<file path="config.mk">
export PLATFORM = sky130hd
export DESIGN_NAME = tpu_seq_ctrl
export DESIGN_NICKNAME = d
export VERILOG_FILES = /design/src/rtl/tpu_pkg.sv /design/src/rtl/tpu_seq_ctrl.sv
export SDC_FILE = /design/constraint.sdc
export NUM_CORES = 1
export LEC_CHECK = 0
export ABC_AREA = 1
export CORE_UTILIZATION = 49
export DETAILED_ROUTE_END_ITERATION = 16
export PLACE_DENSITY_LB_ADDON = 0.25
export SLEW_MARGIN = 20
export SYNTH_ARGS = -nofsm -noshare
export SYNTH_HDL_FRONTEND = slang
export SYNTH_SLANG_ARGS = --single-unit
</file>
<file path="constraint.sdc">
create_clock -name clk -period 3.45 [get_ports clk]
set_clock_uncertainty 0.05 [all_clocks]
set_input_delay 0.8625 -clock clk [delete_from_list [all_inputs] [get_ports clk]]
set_output_delay 0.8625 -clock clk [all_outputs]
set_load 0.02 [all_outputs]
</file>
<file path="src/rtl/tpu_pkg.sv">
// Shared types and constants for the TPU command sequencer.
// The address map and the systolic wait length live here so the sequencer and any future sibling blocks agree.
package tpu_pkg;

    typedef enum logic [3:0] {
        S_IDLE   = 4'd0,
        S_LOAD_A = 4'd1,
        S_LOAD_B = 4'd2,
        S_C_LO   = 4'd3,
        S_C_HI   = 4'd4,
        S_C_WR2  = 4'd5,
        S_MUL    = 4'd6,
        S_WAIT   = 4'd7,
        S_READ   = 4'd8
    } seq_state_e;

    localparam logic [15:0] ADDR_A   = 16'h0100;
    localparam logic [15:0] ADDR_B   = 16'h0200;
    localparam logic [15:0] ADDR_C   = 16'h0300;
    localparam logic [15:0] ADDR_MUL = 16'h0400;

    localparam int A_ROW_STRIDE = 8;
    localparam int C_HALF_OFS   = 8;
    localparam int C_ROW_STRIDE = 16;

    // Cycles the array needs after the multiply trigger before results are readable.
    function automatic int wait_len(input int dim);
        return 3 * dim - 1;
    endfunction

endpackage

</file>
<file path="src/rtl/tpu_seq_ctrl.sv">
// Command sequencer: sole master of the TPU memory-mapped port.
// Streams A, B and C in, triggers the multiply, waits out the array latency and streams results out.
module tpu_seq_ctrl
    import tpu_pkg::*;
#(
    parameter int DIM     = 8,
    parameter int BITS_AB = 8,
    parameter int BITS_C  = 16,
    parameter int ADDRW   = 16,
    parameter int DATAW   = 64
) (
    input  logic             clk,
    input  logic             rst_n,
    input  logic             start,
    input  logic             load_c,
    input  logic             abort,
    output logic             busy,
    output logic             done,
    input  logic             in_valid,
    output logic             in_ready,
    input  logic [DATAW-1:0] in_data,
    output logic             out_valid,
    input  logic             out_ready,
    output logic [DATAW-1:0] out_data,
    output logic             tpu_r_w,
    output logic [ADDRW-1:0] tpu_addr,
    output logic [DATAW-1:0] tpu_dataIn,
    input  logic [DATAW-1:0] tpu_dataOut
);

    localparam int IDXW     = $clog2(2 * DIM) + 1;
    localparam int WAIT_LEN = wait_len(DIM);
    localparam int WCNTW    = $clog2(WAIT_LEN) + 1;

    localparam logic [IDXW-1:0]  LAST_ROW  = IDXW'(DIM - 1);
    localparam logic [IDXW-1:0]  LAST_HALF = IDXW'(2 * DIM - 1);
    localparam logic [WCNTW-1:0] WAIT_LAST = WCNTW'(WAIT_LEN - 1);

    localparam logic [DATAW-1:0] ZERO_ROW  = {DIM{{BITS_AB{1'b0}}}};
    localparam logic [DATAW-1:0] ZERO_HALF = {(DIM / 2){{BITS_C{1'b0}}}};

    seq_state_e       state_q, state_d;
    logic [IDXW-1:0]  index_q, index_d;
    logic [WCNTW-1:0] wait_q, wait_d;
    logic [DATAW-1:0] c_lo_q, c_lo_d;
    logic [DATAW-1:0] c_hi_q, c_hi_d;
    logic             load_c_q, load_c_d;
    logic             done_q, done_d;

    logic [ADDRW-1:0] idx_ext;
    logic [ADDRW-1:0] half_row;
    logic [ADDRW-1:0] a_addr;
    logic [ADDRW-1:0] c_lo_addr;
    logic [ADDRW-1:0] c_hi_addr;
    logic [ADDRW-1:0] rd_addr;

    // In READ the index walks half-rows: bit 0 picks the half, the rest picks the row.
    assign idx_ext   = ADDRW'(index_q);
    assign half_row  = ADDRW'(index_q >> 1);
    assign a_addr    = ADDRW'(ADDR_A) + idx_ext * ADDRW'(A_ROW_STRIDE);
    assign c_lo_addr = ADDRW'(ADDR_C) + idx_ext * ADDRW'(C_ROW_STRIDE);
    assign c_hi_addr = c_lo_addr + ADDRW'(C_HALF_OFS);
    assign rd_addr   = ADDRW'(ADDR_C) + half_row * ADDRW'(C_ROW_STRIDE)
                     + (index_q[0] ? ADDRW'(C_HALF_OFS) : '0);

    always_ff @(posedge clk or negedge rst_n) begin
        if (!rst_n) begin
            state_q  <= S_IDLE;
            index_q  <= '0;
            wait_q   <= '0;
            c_lo_q   <= '0;
            c_hi_q   <= '0;
            load_c_q <= 1'b0;
            done_q   <= 1'b0;
        end else begin
            state_q  <= state_d;
            index_q  <= index_d;
            wait_q   <= wait_d;
            c_lo_q   <= c_lo_d;
            c_hi_q   <= c_hi_d;
            load_c_q <= load_c_d;
            done_q   <= done_d;
        end
    end

    always_comb begin
        state_d    = state_q;
        index_d    = index_q;
        wait_d     = wait_q;
        c_lo_d     = c_lo_q;
        c_hi_d     = c_hi_q;
        load_c_d   = load_c_q;
        done_d     = 1'b0;
        in_ready   = 1'b0;
        out_valid  = 1'b0;
        tpu_r_w    = 1'b0;
        tpu_addr   = '0;
        tpu_dataIn = '0;

        unique case (state_q)
            S_IDLE: begin
                if (start) begin
                    state_d  = S_LOAD_A;
                    index_d  = '0;
                    load_c_d = load_c;
                end
            end

            S_LOAD_A: begin
                in_ready   = 1'b1;
                tpu_addr   = a_addr;
                tpu_dataIn = in_data;
                if (in_valid) begin
                    tpu_r_w = 1'b1;
                    if (index_q == LAST_ROW) begin
                        state_d = S_LOAD_B;
                        index_d = '0;
                    end else begin
                        index_d = index_q + 1'b1;
                    end
                end
            end

            S_LOAD_B: begin
                in_ready   = 1'b1;
                tpu_addr   = ADDRW'(ADDR_B);
                tpu_dataIn = in_data;
                if (in_valid) begin
                    tpu_r_w = 1'b1;
                    if (index_q == LAST_ROW) begin
                        state_d = load_c_q ? S_C_LO : S_C_HI;
                        index_d = '0;
                    end else begin
                        index_d = index_q + 1'b1;
                    end
                end
            end

            S_C_LO: begin
                in_ready = 1'b1;
                if (in_valid) begin
                    c_lo_d  = in_data;
                    state_d = S_C_HI;
                end
            end

            // The low beat is only issued once the high word is in hand, so the
            // TPU always sees low and high on back-to-back cycles.
            S_C_HI: begin
                tpu_addr = c_lo_addr;
                if (load_c_q) begin
                    in_ready   = 1'b1;
                    tpu_dataIn = c_lo_q;
                    if (in_valid) begin
                        tpu_r_w = 1'b1;
                        c_hi_d  = in_data;
                        state_d = S_C_WR2;
                    end
                end else begin
                    tpu_r_w    = 1'b1;
                    tpu_dataIn = ZERO_HALF;
                    state_d    = S_C_WR2;
                end
            end

            S_C_WR2: begin
                tpu_r_w    = 1'b1;
                tpu_addr   = c_hi_addr;
                tpu_dataIn = load_c_q ? c_hi_q : ZERO_HALF;
                if (index_q == LAST_ROW) begin
                    state_d = S_MUL;
                    index_d = '0;
                end else begin
                    state_d = load_c_q ? S_C_LO : S_C_HI;
                    index_d = index_q + 1'b1;
                end
            end

            S_MUL: begin
                tpu_r_w    = 1'b1;
                tpu_addr   = ADDRW'(ADDR_MUL);
                tpu_dataIn = ZERO_ROW;
                state_d    = S_WAIT;
                wait_d     = '0;
            end

            S_WAIT: begin
                if (wait_q == WAIT_LAST) begin
                    state_d = S_READ;
                    index_d = '0;
                    wait_d  = '0;
                end else begin
                    wait_d = wait_q + 1'b1;
                end
            end

            S_READ: begin
                out_valid = 1'b1;
                tpu_addr  = rd_addr;
                if (out_ready) begin
                    if (index_q == LAST_HALF) begin
                        state_d = S_IDLE;
                        index_d = '0;
                        done_d  = 1'b1;
                    end else begin
                        index_d = index_q + 1'b1;
                    end
                end
            end

            default: begin
                state_d = S_IDLE;
                index_d = '0;
            end
        endcase

        // Abort only rewinds the sequencer; whatever the TPU already holds stays there.
        if (abort && (state_q != S_IDLE)) begin
            state_d = S_IDLE;
            index_d = '0;
            wait_d  = '0;
            done_d  = 1'b0;
        end
    end

    assign busy     = (state_q != S_IDLE);
    assign done     = done_q;
    assign out_data = tpu_dataOut;

    a_no_write_late: assert property (@(posedge clk) disable iff (!rst_n)
        ((state_q == S_WAIT) || (state_q == S_READ)) |-> !tpu_r_w);

    a_read_addr_hold: assert property (@(posedge clk) disable iff (!rst_n)
        (out_valid && !out_ready && !abort) |=> $stable(tpu_addr));

    a_c_beats_paired: assert property (@(posedge clk) disable iff (!rst_n)
        ((state_q == S_C_HI) && tpu_r_w && !abort) |=> (state_q == S_C_WR2));

endmodule

</file>
==> metrics <==
dpl cell area=8930 um^2; CTS Buf Count=17; Final setup viols=0; Post-synth EDFFs=0; post-route cell area=9640 um^2; sequential fraction of the synthesis area=46.5%; drt total wl=18300 um; Layout Nets=1177; maximum fanout along the worst path=39; met2 Track Usage GR=38.2%; met1 usage=32.0%; IO Port Bufs=147; min cycle time layout=3390 ps; Die X=128 um; Syn Area/Cell=8.02 um^2; cts hold-fix bufs=0; Worst Max-Slew Pin Slew=650 ps; clock sinks=145; Placeable Area=15400 um^2; count leader, synth=nand2_1; met3 Use GR=5.38%; largest area contributor in the netlist=dfrtp_1; Non-Filler Instances=1260; area grow syn2layout=23.6%; RSZ-0062 raised after global routing=no; Starting Density=50.7%; Worst Slack Setup Final=57.1 ps; worst reg2reg endpoint=c_lo_q[30]; Rel. slew slack=56.7%; Mapped Cells=973; Synth top area share=46.5%; Final Hold Fails=0; TNS Setup=0 ps; htree depth=4; vias in the first global route=6211; crit share post-route=98.3%; Clk pin slew, worst setup/hold paths=60 ps; Distinct cells, synth=32; first-pass GRT wire length=30600 um; Max VDD drop=0.000382 V; FFs w/ async S/R, synth=100%; GR Overflow Total=0; Detailed Place HPWL=11700 um; busiest grt layer=met2; CTS tree=built; Slowest-stage cell, CP=clkdlybuf4s50_1; HP Class=primary input to asynchronous set/reset pin; status=completed; register bit total from synthesis=145; CP Buf/Inv Count=2; DR WL/cell=14.5 um; Setup WS pre-CTS=217 ps; first-pass detailed-route iteration total=5; Pins Over Slew Limit=0; Power Dens Cells=833 nW/um^2; dominant synthesized flop cell=dfrtp_1; worst reg2reg path depth=5; cell family with the largest share of critical-path delay=buffers and inverters; clock insertion delay at the later pin of the skew report=420 ps; Die ar.=16400 um^2; Starting DRT DRC Count=523; row count=45; CTS root buffer=clkbuf_16; Final ANT Viol Nets=0; Critical Path AT=2480 ps; cells taking the most area after synthesis=dfrtp_1 (47%), nand2_1 (12%), inv_1 (7.4%); setup bufs post-CTS=0; Chip Height=128 um; crit-path cells=nor2_8 > nand3_2 > buf_4 > o221ai_1 > clkdlybuf4s50_1; Inserted Diodes=0; Leak=0.00492 uW; DRC=0; initial antenna violation count=0; Post-Syn Area=7800 um^2; fmax=295 MHz; vias per inst=5.14; critical path's largest stage delay=640 ps; flop2flop setup slack=1460 ps; layout cells sized above 1=6.39%; max_cap viols=0; crit start category=flop; placed cells=1229; most instantiated cells after synthesis=nand2_1 (254), inv_1 (153), dfrtp_1 (145); largest net degree at the start of global routing=129; gr usage total=23.5%; RR Startpoint=state_q[3]; critical setup path kind=flop to output pin; Fillers=1325; CP Capture Type=output pin; routed via count=6482; routability cong.=0.885; Worst EP required=2540 ps; worst-case clock buffer depth=2; # IOs=284; Synth warnings=0
==> state kept, by name (all words and copies together), names as in the netlist <==
| signal | count |
|---|---|
| index_q | 5 |
| done | 1 |
| c_lo_q | 64 |
| wait_q | 6 |
| c_hi_q | 64 |
| state_q | 4 |
| load_c_q | 1 |
==> through the flow <==
| step | total power, uW | util, % | hold WS (ps) |
|---|---|---|---|
| final | 8030 | 62.7 | 356 |
| after global routing | 8590 | 62.7 | 396 |
| after CTS | 8110 | 62.2 | 385 |
| after detailed placement | 6090 | 58.1 | 425 |
| after global placement | 6020 | 58.1 | 419 |
| after floorplan | 4920 | - | 403 |
==> layout by cell type (no fill, tap or decap), drive strengths merged, types with 6 or more instances in the layout <==
cell and instances:
inv 157, clkbuf 17, clkdlybuf4s50 109, o221ai 64
conb 8, o22ai 6, dlygate4sd2 8, nand2 259
dlymetal6s2s 29, dfrtp 145, a21oi 11, buf 14
o21ai 133, nand3 30, nor2 31
==> power by group <==
group          internal, uW  total [uW]  leakage, uW  switching, uW
combinational          1280        3190      0.00279           1910
sequential             2490        2830      0.00183            344
clock                  1280        2010     0.000305            730
total                  5050        8030      0.00492           2980
==> worst register-to-register path, stage by stage, from the launching register on <==
cell and delay (ps):
dfrtp_2 500, nor2_8 210, nand3_1 190, nor2_4 120
buf_4 520, o21ai_0 260
==> cell type report <==
class                           instances  area (um^2)  share of cell area (%)
Timing Repair Buffer                  160         1700                    17.6
Clock inverter                         14          214                    2.22
Sequential cell                       145         3630                    37.7
Clock buffer                           17          425                    4.41
Inverter                              156          586                    6.07
Multi-Input combinational cell        557         2820                    29.3
Tap cell                              211          264                    2.74
==> cells by family (layout without fill, tap and decap cells) <==
group / count (synthesis) / after routing / synth area share, %
xor+xnor: 1 / 1 / 0.112
simple gates: 325 / 325 / 17.5
compound gates: 218 / 218 / 17.3
other cells: 1 / 8 / 0.0481
fa+ha+maj: 5 / 5 / 0.802
flops: 145 / 145 / 46.5
buf+inv: 278 / 347 / 17.7
==> worst max path at each step <==
stage               slack [ps]              to        start  depth (start not counted)
CTS                          2  tpu_dataIn[52]   state_q[0]                          8
finish                      60  tpu_dataIn[11]   state_q[3]                          5
detailed placement         220  tpu_dataIn[40]  in_data[40]                          4
floorplan                  980     tpu_addr[3]   state_q[2]                          5
global route               0.5  tpu_dataIn[50]   state_q[0]                          8
global placement           220  tpu_dataIn[44]  in_data[44]                          4
==> layer usage <==
layer / up-vias / share of wire, %
li1: 3198 / -
met1: 3068 / 47
met2: 206 / 47
met3: 10 / 5.7
met4: 0 / 0.51
met5: - / 0
==> timing repair <==
action | in CTS | in global routing
endpoints found under the setup margin | 22 | 56
cloned | 0 | 0
resized for setup | 11 | 30
Note: power is estimated with default switching activity, not from simulation.
